===== config.mk =====
export PLATFORM = sky130hd
export DESIGN_NAME = seq_divider_flat
export DESIGN_NICKNAME = d
export VERILOG_FILES = /design/src/rtl/seq_div_pkg.sv /design/src/rtl/seq_divider_if.sv /design/src/rtl/seq_div_step.sv /design/src/rtl/seq_divider.sv /design/src/flat_wrapper.sv
export SDC_FILE = /design/constraint.sdc
export NUM_CORES = 1
export LEC_CHECK = 0
export BUFFER_PORTS_ARGS = -buffer_cell sky130_fd_sc_hd__buf_2
export CORE_MARGIN = 2
export CORE_UTILIZATION = 60
export CTS_BUF_LIST = sky130_fd_sc_hd__clkbuf_2 sky130_fd_sc_hd__clkbuf_4 sky130_fd_sc_hd__clkbuf_8
export DETAILED_ROUTE_END_ITERATION = 8
export GPL_ROUTABILITY_DRIVEN = 0
export PLACE_DENSITY = 0.81
export SYNTH_ARGS = -nofsm -noshare
export SYNTH_HDL_FRONTEND = slang
export SYNTH_SLANG_ARGS = --single-unit

===== constraint.sdc =====
create_clock -name clk -period 4.2 [get_ports clk]
set_clock_uncertainty 0.1 [all_clocks]
set_input_delay 0.84 -clock clk [delete_from_list [all_inputs] [get_ports clk]]
set_output_delay 0.84 -clock clk [all_outputs]
set_load 0.02 [all_outputs]

===== src/rtl/seq_div_pkg.sv =====
// seq_div_pkg: shared state encoding, counter sizing and sign helper for the sequential divider
package seq_div_pkg;
  typedef enum logic [1:0] {IDLE, CALC, DONE} state_t;
  localparam int MAX_W = 64;
  localparam int DEF_WIDTH = 8;
  function automatic int cnt_bits(input int w);
    return $clog2(w + 1);
  endfunction
  localparam int DEF_CNT_W = $clog2(DEF_WIDTH + 1);
  function automatic logic [MAX_W-1:0] twos(input logic [MAX_W-1:0] x, input logic neg);
    return neg ? -x : x;
  endfunction
endpackage


===== src/rtl/seq_divider_if.sv =====
// seq_divider_if: operand and result valid/ready handshake bundle
interface seq_divider_if import seq_div_pkg::*; #(parameter int WIDTH = DEF_WIDTH);
  logic             in_valid, in_ready, is_signed;
  logic             out_valid, out_ready, div_by_zero, overflow;
  logic [WIDTH-1:0] dividend, divisor, quotient, remainder;
  modport master(output in_valid, dividend, divisor, is_signed, out_ready,
                 input in_ready, out_valid, quotient, remainder, div_by_zero, overflow);
  modport slave(input in_valid, dividend, divisor, is_signed, out_ready,
                output in_ready, out_valid, quotient, remainder, div_by_zero, overflow);
endinterface


===== src/rtl/seq_div_step.sv =====
// seq_div_step: one restoring step, shift in a dividend bit and subtract the divisor if it fits
module seq_div_step #(parameter int WIDTH = 8) (
  input  logic [WIDTH:0]   i_rem,
  input  logic             i_bit,
  input  logic [WIDTH-1:0] i_dvs,
  output logic [WIDTH:0]   o_rem,
  output logic             o_qbit
);
  logic [WIDTH+1:0] w_sh, w_diff;
  assign w_sh   = {i_rem, i_bit};
  assign w_diff = w_sh - (WIDTH+2)'(i_dvs);
  assign o_qbit = ~w_diff[WIDTH+1];
  assign o_rem  = o_qbit ? w_diff[WIDTH:0] : w_sh[WIDTH:0];
endmodule


===== src/rtl/seq_divider.sv =====
// seq_divider: multi-cycle restoring divider, one quotient bit per clock, signed/unsigned
module seq_divider import seq_div_pkg::*; #(
  parameter int WIDTH     = DEF_WIDTH,
  parameter bit SIGNED_EN = 1'b1
) (
  input logic          clk,
  input logic          rst_n,
  seq_divider_if.slave bus
);
  localparam int CW = cnt_bits(WIDTH);
  state_t           r_state, w_next;
  logic [CW-1:0]    r_cnt;
  logic [WIDTH:0]   r_rem, w_rem;
  logic [WIDTH-1:0] r_quo, r_dvs, r_q, r_r, w_qmag, w_dmag, w_vmag;
  logic             r_neg_q, r_neg_r, r_ovf_p, r_dbz, r_ovf;
  logic             w_acc, w_sgn, w_dsgn, w_vsgn, w_zero, w_last, w_qbit;

  assign w_acc  = bus.in_valid && r_state == IDLE;
  assign w_sgn  = SIGNED_EN && bus.is_signed;
  assign w_dsgn = w_sgn && bus.dividend[WIDTH-1];
  assign w_vsgn = w_sgn && bus.divisor[WIDTH-1];
  assign w_zero = bus.divisor == '0;
  assign w_dmag = WIDTH'(twos(MAX_W'(bus.dividend), w_dsgn));
  assign w_vmag = WIDTH'(twos(MAX_W'(bus.divisor), w_vsgn));
  assign w_last = r_cnt == CW'(WIDTH - 1);
  assign w_qmag = {r_quo[WIDTH-2:0], w_qbit};

  assign bus.quotient    = r_q;
  assign bus.remainder   = r_r;
  assign bus.div_by_zero = r_dbz;
  assign bus.overflow    = r_ovf;

  seq_div_step #(.WIDTH(WIDTH)) u_step (
    .i_rem (r_rem),
    .i_bit (r_quo[WIDTH-1]),
    .i_dvs (r_dvs),
    .o_rem (w_rem),
    .o_qbit(w_qbit)
  );

  // state register
  always_ff @(posedge clk or negedge rst_n)
    if (!rst_n) r_state <= IDLE;
    else        r_state <= w_next;

  // next state and handshake outputs; divide by zero skips the iteration
  always_comb begin
    bus.in_ready  = r_state == IDLE;
    bus.out_valid = r_state == DONE;
    w_next = r_state == IDLE ? (bus.in_valid ? (w_zero ? DONE : CALC) : IDLE) :
             r_state == CALC ? (w_last ? DONE : CALC) :
             (bus.out_ready ? IDLE : DONE);
  end

  // operand capture, iteration, and sign fix-up of the final step into the result registers
  always_ff @(posedge clk or negedge rst_n)
    if (!rst_n) begin
      r_cnt   <= '0;
      r_rem   <= '0;
      r_quo   <= '0;
      r_dvs   <= '0;
      r_neg_q <= 1'b0;
      r_neg_r <= 1'b0;
      r_ovf_p <= 1'b0;
      r_q     <= '0;
      r_r     <= '0;
      r_dbz   <= 1'b0;
      r_ovf   <= 1'b0;
    end else if (w_acc) begin
      r_cnt   <= '0;
      r_rem   <= '0;
      r_quo   <= w_dmag;
      r_dvs   <= w_vmag;
      r_neg_q <= w_dsgn ^ w_vsgn;
      r_neg_r <= w_dsgn;
      r_ovf_p <= w_sgn && bus.dividend == {1'b1, {(WIDTH-1){1'b0}}} && &bus.divisor;
      r_q     <= w_zero ? '1 : '0;
      r_r     <= w_zero ? bus.dividend : '0;
      r_dbz   <= w_zero;
      r_ovf   <= 1'b0;
    end else if (r_state == CALC) begin
      r_cnt <= r_cnt + CW'(1);
      r_rem <= w_rem;
      r_quo <= w_qmag;
      if (w_last) begin
        r_q   <= WIDTH'(twos(MAX_W'(w_qmag), r_neg_q));
        r_r   <= WIDTH'(twos(MAX_W'(w_rem[WIDTH-1:0]), r_neg_r));
        r_ovf <= r_ovf_p;
      end
    end
endmodule


===== src/flat_wrapper.sv =====
// flat-port wrapper written by rule: the top's interface ports become plain ports
module seq_divider_flat import seq_div_pkg::*;
#(
  parameter int WIDTH     = DEF_WIDTH,
  parameter bit SIGNED_EN = 1'b1
)
  (clk, rst_n, bus_in_valid, bus_dividend, bus_divisor, bus_is_signed, bus_out_ready, bus_in_ready, bus_out_valid, bus_quotient, bus_remainder, bus_div_by_zero, bus_overflow);
  seq_divider_if #(.WIDTH(WIDTH)) bus_i ();
  input logic clk;
  input logic rst_n;
  input wire logic [$bits(bus_i.in_valid)-1:0] bus_in_valid;
  input wire logic [$bits(bus_i.dividend)-1:0] bus_dividend;
  input wire logic [$bits(bus_i.divisor)-1:0] bus_divisor;
  input wire logic [$bits(bus_i.is_signed)-1:0] bus_is_signed;
  input wire logic [$bits(bus_i.out_ready)-1:0] bus_out_ready;
  output wire logic [$bits(bus_i.in_ready)-1:0] bus_in_ready;
  output wire logic [$bits(bus_i.out_valid)-1:0] bus_out_valid;
  output wire logic [$bits(bus_i.quotient)-1:0] bus_quotient;
  output wire logic [$bits(bus_i.remainder)-1:0] bus_remainder;
  output wire logic [$bits(bus_i.div_by_zero)-1:0] bus_div_by_zero;
  output wire logic [$bits(bus_i.overflow)-1:0] bus_overflow;
  assign bus_i.in_valid = bus_in_valid;
  assign bus_i.dividend = bus_dividend;
  assign bus_i.divisor = bus_divisor;
  assign bus_i.is_signed = bus_is_signed;
  assign bus_i.out_ready = bus_out_ready;
  assign bus_in_ready = bus_i.in_ready;
  assign bus_out_valid = bus_i.out_valid;
  assign bus_quotient = bus_i.quotient;
  assign bus_remainder = bus_i.remainder;
  assign bus_div_by_zero = bus_i.div_by_zero;
  assign bus_overflow = bus_i.overflow;
  seq_divider #(.WIDTH(WIDTH), .SIGNED_EN(SIGNED_EN)) u_core (.clk(clk), .rst_n(rst_n), .bus(bus_i));
endmodule

==> flow_metrics.py, run 1 <==
metrics = {
    "floorplanning": {
        "die_h_um": 78.9,
        "io_pins": 41,
        "core_sq_um": 5470,
        "dieWidth_um": 78.9,
        "initial_utilization": 0.615,
        "rows": 27,
        "die_area_sq_um": 6220,
    },
    "logic_synthesis": {
        "netlist.area_leader.share": 0.387,
        "synth_area_leaders": "dfrtp_1 (39%), o21ai_0 (6.7%), ha_1 (5.2%), nand2_1 (4.9%), xnor2_1 (3.9%)",
        "synthesis.area_sq_um": 3360,
        "synthArstFlopShare": 1.00,
        "synth_ff_type": "dfrtp_1",
        "ys_seq_area_frac": 0.387,
        "synth_edf_count": 0,
        "syn_inst": 389,
        "yosysTopAreaCell": "dfrtp_1",
        "synth_cell_types": 51,
        "post_synth.cell_area_avg_sq_um": 8.65,
        "yosysWarnings": 0,
        "synthesis.nets": 425,
        "yosys_register_bits": 52,
    },
    "critical_path": {
        "critPathKind": "flip-flop to flip-flop",
        "crit_arrival_ns": 3.61,
        "slowest_stage": "dfrtp_1",
        "cp_num_buf_inv": 1,
        "cp_slowest_stage_delay_ns": 0.45,
        "critPathRequiredTime_ns": 4.34,
        "path_cells": "ha_1 > and3_1 > a221oi_2 > a21boi_4 > xnor2_4 > inv_4 > mux2_2 > ha_1 > nand2_1 > nand2_1 > xor2_1 > a21oi_1 > o21ai_0 > a31oi_1",
        "critPathMaxFanout": 14,
        "cp_top_family": "compound AO/OA/AOI/OAI gates",
        "endpoint_kind": "flip-flop",
        "startpoint_type": "flip-flop",
    },
    "global_routing": {
        "gr-total-overflow": 0,
        "grt.total_usage": 0.289,
        "grt_max_degree": 31,
        "grt_pass1_vias": 2849,
        "antenna_found_initial": 0,
        "grt_pass1_wl_um": 14100,
    },
    "detailed_routing": {
        "routed_wl_um": 8380,
        "routed_via_density": 6.15,
        "top_layer_used": "met4",
        "route.met2.wl_um": 3920,
        "ant_nets": 0,
        "via_count": 3045,
        "drc_errors": 0,
        "first_pass_iters": 5,
        "wl_met3_um": 708,
        "drt-met1-wl_um": 3640,
        "drt_iter0_drc": 216,
        "avgRoutedWirePerCell_um": 16.9,
    },
    "pwr": {
        "peakVddDrop_mv": 0.503,
        "total_power_mw": 3.52,
        "power_density_nw_per_um2": 951,
        "leakagePower_nw": 1.70,
    },
    "worst_hold_path": {
        "hold_path.class": "input pin to asynchronous set/reset pin",
    },
    "clocking": {
        "cts.sinks": 52,
        "htreeDepth": 2,
        "cts_inserted_buffers": 5,
        "hold_buffers": 0,
        "cts-resized-gates": 0,
        "clock-root-buffer": "clkbuf_8",
        "cts_tree": "built",
        "clk_pin_slew_worst_paths_ns": 0.10,
        "clkLatencyLatePin_ns": 0.31,
        "post-cts-setup-buffer-count": 0,
        "cts_buffer_depth": 2,
    },
    "place": {
        "numPortBuffers": 40,
        "dp_hpwl_um": 6220,
        "place_ws_ns": 0.800,
        "dpl.cell_count": 487,
    },
    "final_layout": {
        "diodes": 0,
        "layout_commonest_cell": "dfrtp_1",
        "area_delta_synth_final_pct": 10.1,
        "finalNonFillerCells": 495,
        "final_cell_mix": "dfrtp_1 (52), o21ai_0 (45), nand2_1 (44), buf_2 (40), nor2_1 (30)",
        "drive_gt1_frac": 0.149,
        "nets": 458,
    },
    "timing": {
        "setup_tns_ns": 0,
        "slew_headroom": 0.392,
        "fin_crit_sh": 0.826,
        "drv_slew": 0,
        "setup_viol": 0,
        "fmax_mhz": 288,
        "setup_ws_ns": 0.731,
        "rsz0062_at_grt": "false",
        "final_hold_viol_count": 0,
        "worstMarginPinSlew_ns": 0.912,
        "finalCriticalPeriod_ns": 3.47,
    },
    "flow_run": {
        "maxCapViolations": 0,
    },
    "status": {
        "status": "finished clean",
    },
}
synth_stat cells (all sizes together), types with 2 or more instances:
library cell,count
nor3,6
dfrtp,52
a32oi,2
nand3b,2
ha,14
or3,6
a31oi,6
a21oi,19
o211ai,5
or2,3
xnor2,16
nand4,2
mux2,2
and2,2
nand2,44
mux2i,7
inv,20
nor3b,2
nor2,30
nor2b,3
nand2b,6
o21ai,46
and3,3
a22oi,5
nor4,2
a211oi,6
o21bai,2
xor2,15
nand3,20
o31ai,6
clkbuf,17
a21o,3
o41ai,4
worst paths after layout:
| check | from | endpoint | slack (ns) | cells past startpoint |
|---|---|---|---|---|
| hold reg to reg | u_core.r_dvs[4]$_DFFE_PN0P_ | u_core.r_dvs[4]$_DFFE_PN0P_ | 0.39 | 2 |
| min in group clk | u_core.r_dvs[4]$_DFFE_PN0P_ | u_core.r_dvs[4]$_DFFE_PN0P_ | 0.39 | 2 |
| setup reg to reg | u_core.r_rem[4]$_DFFE_PN0P_ | u_core.bus.remainder[4]$_DFFE_PN0P_ | 0.73 | 14 |
| hold / removal | rst_n | u_core.r_rem[8]$_DFFE_PN0P_ | 0.39 | 1 |
| setup / recovery | u_core.r_rem[4]$_DFFE_PN0P_ | u_core.bus.remainder[4]$_DFFE_PN0P_ | 0.73 | 14 |
| max in group asynchronous | rst_n | u_core.bus.remainder[6]$_DFFE_PN0P_ | 2.84 | 2 |
power breakdown:
group	total (mW)	switching, mW	internal [mW]
logic	2.25	1.35	0.899
clock network	0.297	0.177	0.120
registers	0.977	0.239	0.738
registers in the layout, summed over array words and instances, names as in the netlist, 2 cells and up:
register / count
u_core.r_rem: 9
u_core.bus.quotient: 8
u_core.bus.remainder: 8
u_core.r_dvs: 8
u_core.r_quo: 8
u_core.r_cnt: 4
u_core.r_state: 2
layout make-up:
cell class	count	area, sq um
Inverter	20	77.6
Fill cell	471	1770
Timing Repair Buffer	44	230
Clock buffer	5	68.8
Tap cell	72	90.1
Clock inverter	3	22.5
Sequential cell	52	1300
Multi-Input combinational cell	299	1910
cells by family (layout without fill, tap and decap cells):
| kind of cell | after synthesis | count (layout) | share of synthesized area |
|---|---|---|---|
| and+or+nand+nor | 134 | 134 | 0.188 |
| xor gates and xnor gates | 31 | 31 | 0.0863 |
| adders and majority gates | 15 | 15 | 0.0580 |
| AOI/OAI and AO/OA | 110 | 110 | 0.209 |
| buffers and inverters | 38 | 72 | 0.0443 |
| DFF | 52 | 52 | 0.387 |
| muxes | 9 | 9 | 0.0275 |
layer usage:
layer / vias up / global-route usage
li1: 1447 / -
met1: 1434 / 0.400
met2: 148 / 0.478
met3: 16 / 0.0466
met4: 0 / 0.0759
met5: - / 0
metrics by stage:
stage / cell area [sq um] / hold slack, ns / util
detailed placement: 3610 / 0.365 / 0.660
finish: 3700 / 0.387 / 0.677
global placement: 3610 / 0.358 / 0.660
floorplan: 3360 / 0.350 / -
CTS: 3700 / 0.389 / 0.677
global route: 3700 / 0.399 / 0.677
(Power assumes the default switching activity.)
==> run 2, diff against run 1 <==
==> constraint.sdc (replaced) <==
create_clock -name clk -period 3.6 [get_ports clk]
set_clock_uncertainty 0.1 [all_clocks]
set_input_delay 0.72 -clock clk [delete_from_list [all_inputs] [get_ports clk]]
set_output_delay 0.72 -clock clk [all_outputs]
set_load 0.02 [all_outputs]
==> flow_metrics.py, run 2 (synthesis results as in run 1) <==
metrics = {
    "detailed_routing": {
        "drc_errors": 0,
        "ant_nets": 0,
        "first_pass_iters": 5,
        "wl_met3_um": 571,
        "avgRoutedWirePerCell_um": 16.9,
        "via_count": 3065,
        "drt-met1-wl_um": 3830,
        "routed_wl_um": 8500,
        "routed_via_density": 6.09,
        "drt_iter0_drc": 225,
        "route.met2.wl_um": 3990,
        "top_layer_used": "met4",
    },
    "final_layout": {
        "area_delta_synth_final_pct": 13.2,
        "nets": 466,
        "diodes": 0,
        "final_cell_mix": "dfrtp_1 (52), o21ai_0 (45), nand2_1 (44), buf_2 (40), nor2_1 (30)",
        "top_register": "u_core.r_rem",
        "largest_register_ffs": 9,
        "layout_commonest_cell": "dfrtp_1",
        "drive_gt1_frac": 0.167,
        "nFillCells": 441,
        "finalNonFillerCells": 503,
        "utilization": 0.696,
    },
    "timing": {
        "setup_ws_ns": 0.270,
        "fmax_mhz": 300,
        "finalCriticalPeriod_ns": 3.33,
        "final_hold_viol_count": 0,
        "worstMarginPinSlew_ns": 0.918,
        "drv_slew": 0,
        "fin_crit_sh": 0.925,
        "setup_viol": 0,
        "slew_headroom": 0.388,
    },
    "critical_path": {
        "path_common_cell": "ha_1",
        "cp_top_family": "compound AO/OA/AOI/OAI gates",
        "path_cells": "ha_1 > and3_1 > a221oi_2 > a21boi_4 > xnor2_4 > inv_4 > mux2i_1 > ha_1 > nand2_1 > o41ai_2 > xnor2_1 > o31ai_1",
        "cp_slowest_stage_delay_ns": 0.46,
        "critPathMaxFanout": 6,
        "endpoint_kind": "flip-flop",
        "slowest_stage": "dfrtp_1",
        "crit_arrival_ns": 3.45,
        "startpoint_type": "flip-flop",
        "critPathRequiredTime_ns": 3.72,
        "critPathKind": "flip-flop to flip-flop",
        "cp_num_buf_inv": 1,
    },
    "clocking": {
        "cts_buffer_depth": 2,
        "clkLatencyLatePin_ns": 0.31,
        "hold_buffers": 0,
        "htreeDepth": 2,
        "cts.sinks": 52,
        "cts_inserted_buffers": 5,
        "clock-root-buffer": "clkbuf_8",
        "clk_pin_slew_worst_paths_ns": 0.09,
        "cts_tree": "built",
    },
    "floorplanning": {
        "die_area_sq_um": 6220,
        "dieWidth_um": 78.9,
        "core_sq_um": 5470,
        "io_pins": 41,
        "initial_utilization": 0.615,
        "die_h_um": 78.9,
        "rows": 27,
    },
    "pwr": {
        "power_density_nw_per_um2": 1160,
        "peakVddDrop_mv": 0.735,
        "leakagePower_nw": 1.75,
    },
    "worst_hold_path": {
        "hold_path.class": "input pin to asynchronous set/reset pin",
    },
    "place": {
        "place_ws_ns": 0.304,
        "numPortBuffers": 40,
        "dpl.cell_count": 491,
        "dp_hpwl_um": 6150,
    },
    "global_routing": {
        "grt_max_degree": 39,
        "grt.total_usage": 0.285,
        "grt_pass1_vias": 2884,
        "grt_pass1_wl_um": 13900,
        "gr-total-overflow": 0,
        "antenna_found_initial": 1,
    },
    "flow_run": {
        "maxCapViolations": 0,
    },
    "status": {
        "status": "finished clean",
    },
}
## run 2: cell type report
cell class	instances	area (sq um)	area share
timing repair buffer	52	290	0.0762
clock buffer	7	96.3	0.0253
clock inverter	1	30.0	0.00789
multi-input combinational	299	1920	0.505
inverter	20	77.6	0.0204
tap	72	90.1	0.0237
sequential	52	1300	0.342
## run 2: where the power goes
part           total [mW]  switching [mW]  leakage (nW)  internal [mW]
clock network       0.443           0.197        0.0645          0.246
registers            1.12           0.258         0.647          0.862
logic                2.84            1.67          1.04           1.18
total                4.41            2.12          1.75           2.28
## run 2: what timing repair did
item                       CTS  global route
buffers inserted             0             4
setup endpoints to repair    0             1
resized for setup            0             1
hold endpoints to repair     0             0
## run 2: metrics by stage
stage	instance area, sq um	hold slack [ns]	power, mW	setup TNS (ns)
6_report	3810	0.208	4.41	0
5_1_grt	3810	0.230	4.77	-0.00537
4_1_cts	3770	0.221	4.24	0
2_1_floorplan	3360	0.324	3.13	0
3_5_place_dp	3640	0.358	3.79	0
3_3_place_gp	3640	0.356	3.69	0
## run 2: path summary, 6_finish.rpt
check	from	end	slack [ns]	cells after the start
worst max-delay path	u_core.r_rem[4]$_DFFE_PN0P_	u_core.bus.remainder[6]$_DFFE_PN0P_	0.27	12
worst min-delay path	rst_n	u_core.r_rem[8]$_DFFE_PN0P_	0.21	1
worst max register to register	u_core.r_rem[4]$_DFFE_PN0P_	u_core.bus.remainder[6]$_DFFE_PN0P_	0.27	12
worst min register to register	u_core.bus.div_by_zero$_DFFE_PN0P_	u_core.bus.div_by_zero$_DFFE_PN0P_	0.38	2
max in group asynchronous	rst_n	u_core.bus.remainder[2]$_DFFE_PN0P_	2.37	2
min in group clk	u_core.bus.div_by_zero$_DFFE_PN0P_	u_core.bus.div_by_zero$_DFFE_PN0P_	0.38	2
## run 2: routing by layer
metal  global-route usage  up-vias
met4               0.0690        0
met2                0.464      111
met1                0.397     1481
li1                     -     1460
met5                    0        -
met3               0.0545       13
==> run 3, diff against run 2 <==
--- a/config.mk
+++ b/config.mk
@@ -6,7 +6,7 @@
 export NUM_CORES = 1
 export LEC_CHECK = 0
 export BUFFER_PORTS_ARGS = -buffer_cell sky130_fd_sc_hd__buf_2
-export CORE_MARGIN = 2
+export CORE_MARGIN = 8
 export CORE_UTILIZATION = 60
 export CTS_BUF_LIST = sky130_fd_sc_hd__clkbuf_2 sky130_fd_sc_hd__clkbuf_4 sky130_fd_sc_hd__clkbuf_8
 export DETAILED_ROUTE_END_ITERATION = 8
==> flow_metrics.py, run 3 (synthesis results as in run 1) <==
metrics = {
    "detailed_routing": {
        "via_count": 3116,
        "ant_nets": 0,
        "avgRoutedWirePerCell_um": 18.3,
        "route.met2.wl_um": 4340,
        "top_layer_used": "met4",
        "drc_errors": 0,
        "wl_met3_um": 762,
        "routed_via_density": 6.18,
        "drt_iter0_drc": 211,
        "routed_wl_um": 9220,
        "drt-met1-wl_um": 3980,
        "first_pass_iters": 7,
    },
    "clocking": {
        "cts.sinks": 52,
        "clock-root-buffer": "clkbuf_8",
        "cts-resized-gates": 0,
        "clkLatencyLatePin_ns": 0.32,
        "post-cts-setup-buffer-count": 0,
        "htreeDepth": 2,
        "cts_tree": "built",
        "cts_buffer_depth": 2,
        "hold_buffers": 0,
        "clk_pin_slew_worst_paths_ns": 0.10,
        "cts_inserted_buffers": 5,
    },
    "timing": {
        "final_hold_viol_count": 0,
        "fmax_mhz": 300,
        "slew_headroom": 0.387,
        "drv_slew": 0,
        "setup_tns_ns": 0,
        "finalCriticalPeriod_ns": 3.34,
        "rsz0062_at_grt": "false",
        "setup_viol": 0,
        "fin_crit_sh": 0.927,
        "worstMarginPinSlew_ns": 0.920,
    },
    "pwr": {
        "seq_power_share": 0.256,
        "p_int_mw": 2.27,
        "netSwitchingPower_mw": 2.19,
        "clkPwrFrac": 0.096,
        "swShare": 0.491,
        "total_power_mw": 4.45,
        "p_comb_frac": 0.648,
        "peakVddDrop_mv": 0.808,
        "power_density_nw_per_um2": 1170,
        "leakagePower_nw": 1.75,
    },
    "final_layout": {
        "diodes": 0,
        "finalNonFillerCells": 504,
        "drive_gt1_frac": 0.167,
        "layout_commonest_cell": "dfrtp_1",
        "top_register": "u_core.r_rem",
        "nFillCells": 468,
        "area_delta_synth_final_pct": 12.8,
        "nets": 467,
        "final_cell_mix": "dfrtp_1 (52), o21ai_0 (45), nand2_1 (44), buf_2 (40), nor2_1 (30)",
        "largest_register_ffs": 9,
    },
    "floorplanning": {
        "dieWidth_um": 90.9,
        "core_sq_um": 5470,
        "die_area_sq_um": 8260,
        "die_h_um": 90.9,
        "io_pins": 41,
        "initial_utilization": 0.615,
        "rows": 27,
    },
    "global_routing": {
        "gr-total-overflow": 0,
        "grt_max_degree": 38,
        "grt.total_usage": 0.224,
        "grt_pass1_wl_um": 15200,
        "antenna_found_initial": 0,
        "grt_pass1_vias": 3105,
    },
    "place": {
        "dp_hpwl_um": 6690,
        "dpl.cell_count": 491,
        "numPortBuffers": 40,
    },
    "critical_path": {
        "endpoint_kind": "flip-flop",
        "crit_arrival_ns": 3.47,
        "critPathKind": "flip-flop to flip-flop",
        "startpoint_type": "flip-flop",
        "critPathMaxFanout": 6,
        "critPathRequiredTime_ns": 3.73,
    },
    "status": {
        "status": "finished clean",
    },
    "worst_hold_path": {
        "hold_path.class": "input pin to asynchronous set/reset pin",
    },
    "flow_run": {
        "maxCapViolations": 0,
    },
}
[run 3: worst max-delay path: stages (launching register included)]
cell      delay (ns)
dfrtp_1         0.45
ha_1            0.38
nor2_1          0.10
a211oi_2        0.43
a21boi_4        0.15
xnor2_4         0.32
inv_4           0.07
mux2i_1         0.26
ha_1            0.27
nand2_1         0.08
o41ai_1         0.35
xnor2_1         0.11
o31ai_1         0.18
[run 3: final cells by class]
cell class	count	area (sq um)	area share
Tap cell	72	90.1	0.0237
Multi-Input combinational cell	299	1910	0.504
Clock inverter	2	38.8	0.0102
Sequential cell	52	1300	0.343
Timing Repair Buffer	53	298	0.0784
Clock buffer	6	76.3	0.0201
Inverter	20	77.6	0.0204
[run 3: path summary, 6_finish.rpt]
path | end | from | slack, ns | depth (start not counted)
worst max-delay path | u_core.bus.remainder[6]$_DFFE_PN0P_ | u_core.r_rem[1]$_DFFE_PN0P_ | 0.26 | 12
worst min-delay path | u_core.r_rem[7]$_DFFE_PN0P_ | rst_n | 0.31 | 1
worst max register to register | u_core.bus.remainder[6]$_DFFE_PN0P_ | u_core.r_rem[1]$_DFFE_PN0P_ | 0.26 | 12
worst min register to register | u_core.r_dvs[4]$_DFFE_PN0P_ | u_core.r_dvs[4]$_DFFE_PN0P_ | 0.40 | 2
max in group asynchronous | u_core.bus.remainder[1]$_DFFE_PN0P_ | rst_n | 2.40 | 2
min in group clk | u_core.r_dvs[4]$_DFFE_PN0P_ | u_core.r_dvs[4]$_DFFE_PN0P_ | 0.40 | 2
[run 3: stage by stage]
stage | hold WS (ns) | area [sq um] | setup WS, ns | utilization
5_1_grt | 0.358 | 3800 | 0.0615 | 0.694
4_1_cts | 0.338 | 3760 | 0.228 | 0.687
3_3_place_gp | 0.356 | 3640 | 0.419 | 0.666
3_5_place_dp | 0.374 | 3640 | 0.284 | 0.666
2_1_floorplan | 0.324 | 3360 | 0.572 | -
6_report | 0.314 | 3800 | 0.262 | 0.694
[run 3: metal layers]
layer / up-vias / GRT usage
met5: - / 0
met4: 0 / 0.0805
met3: 15 / 0.0590
met2: 143 / 0.362
met1: 1502 / 0.279
li1: 1456 / -
[run 3: power by group through the flow]
stage	sequential [mW]	clock [mW]	combinational, mW
detailed placement	1.14	0	2.69
CTS	1.13	0.427	2.72
global route	1.17	0.450	3.14
global placement	1.12	0	2.58
finish	1.14	0.430	2.89
floorplan	1.16	0	1.97
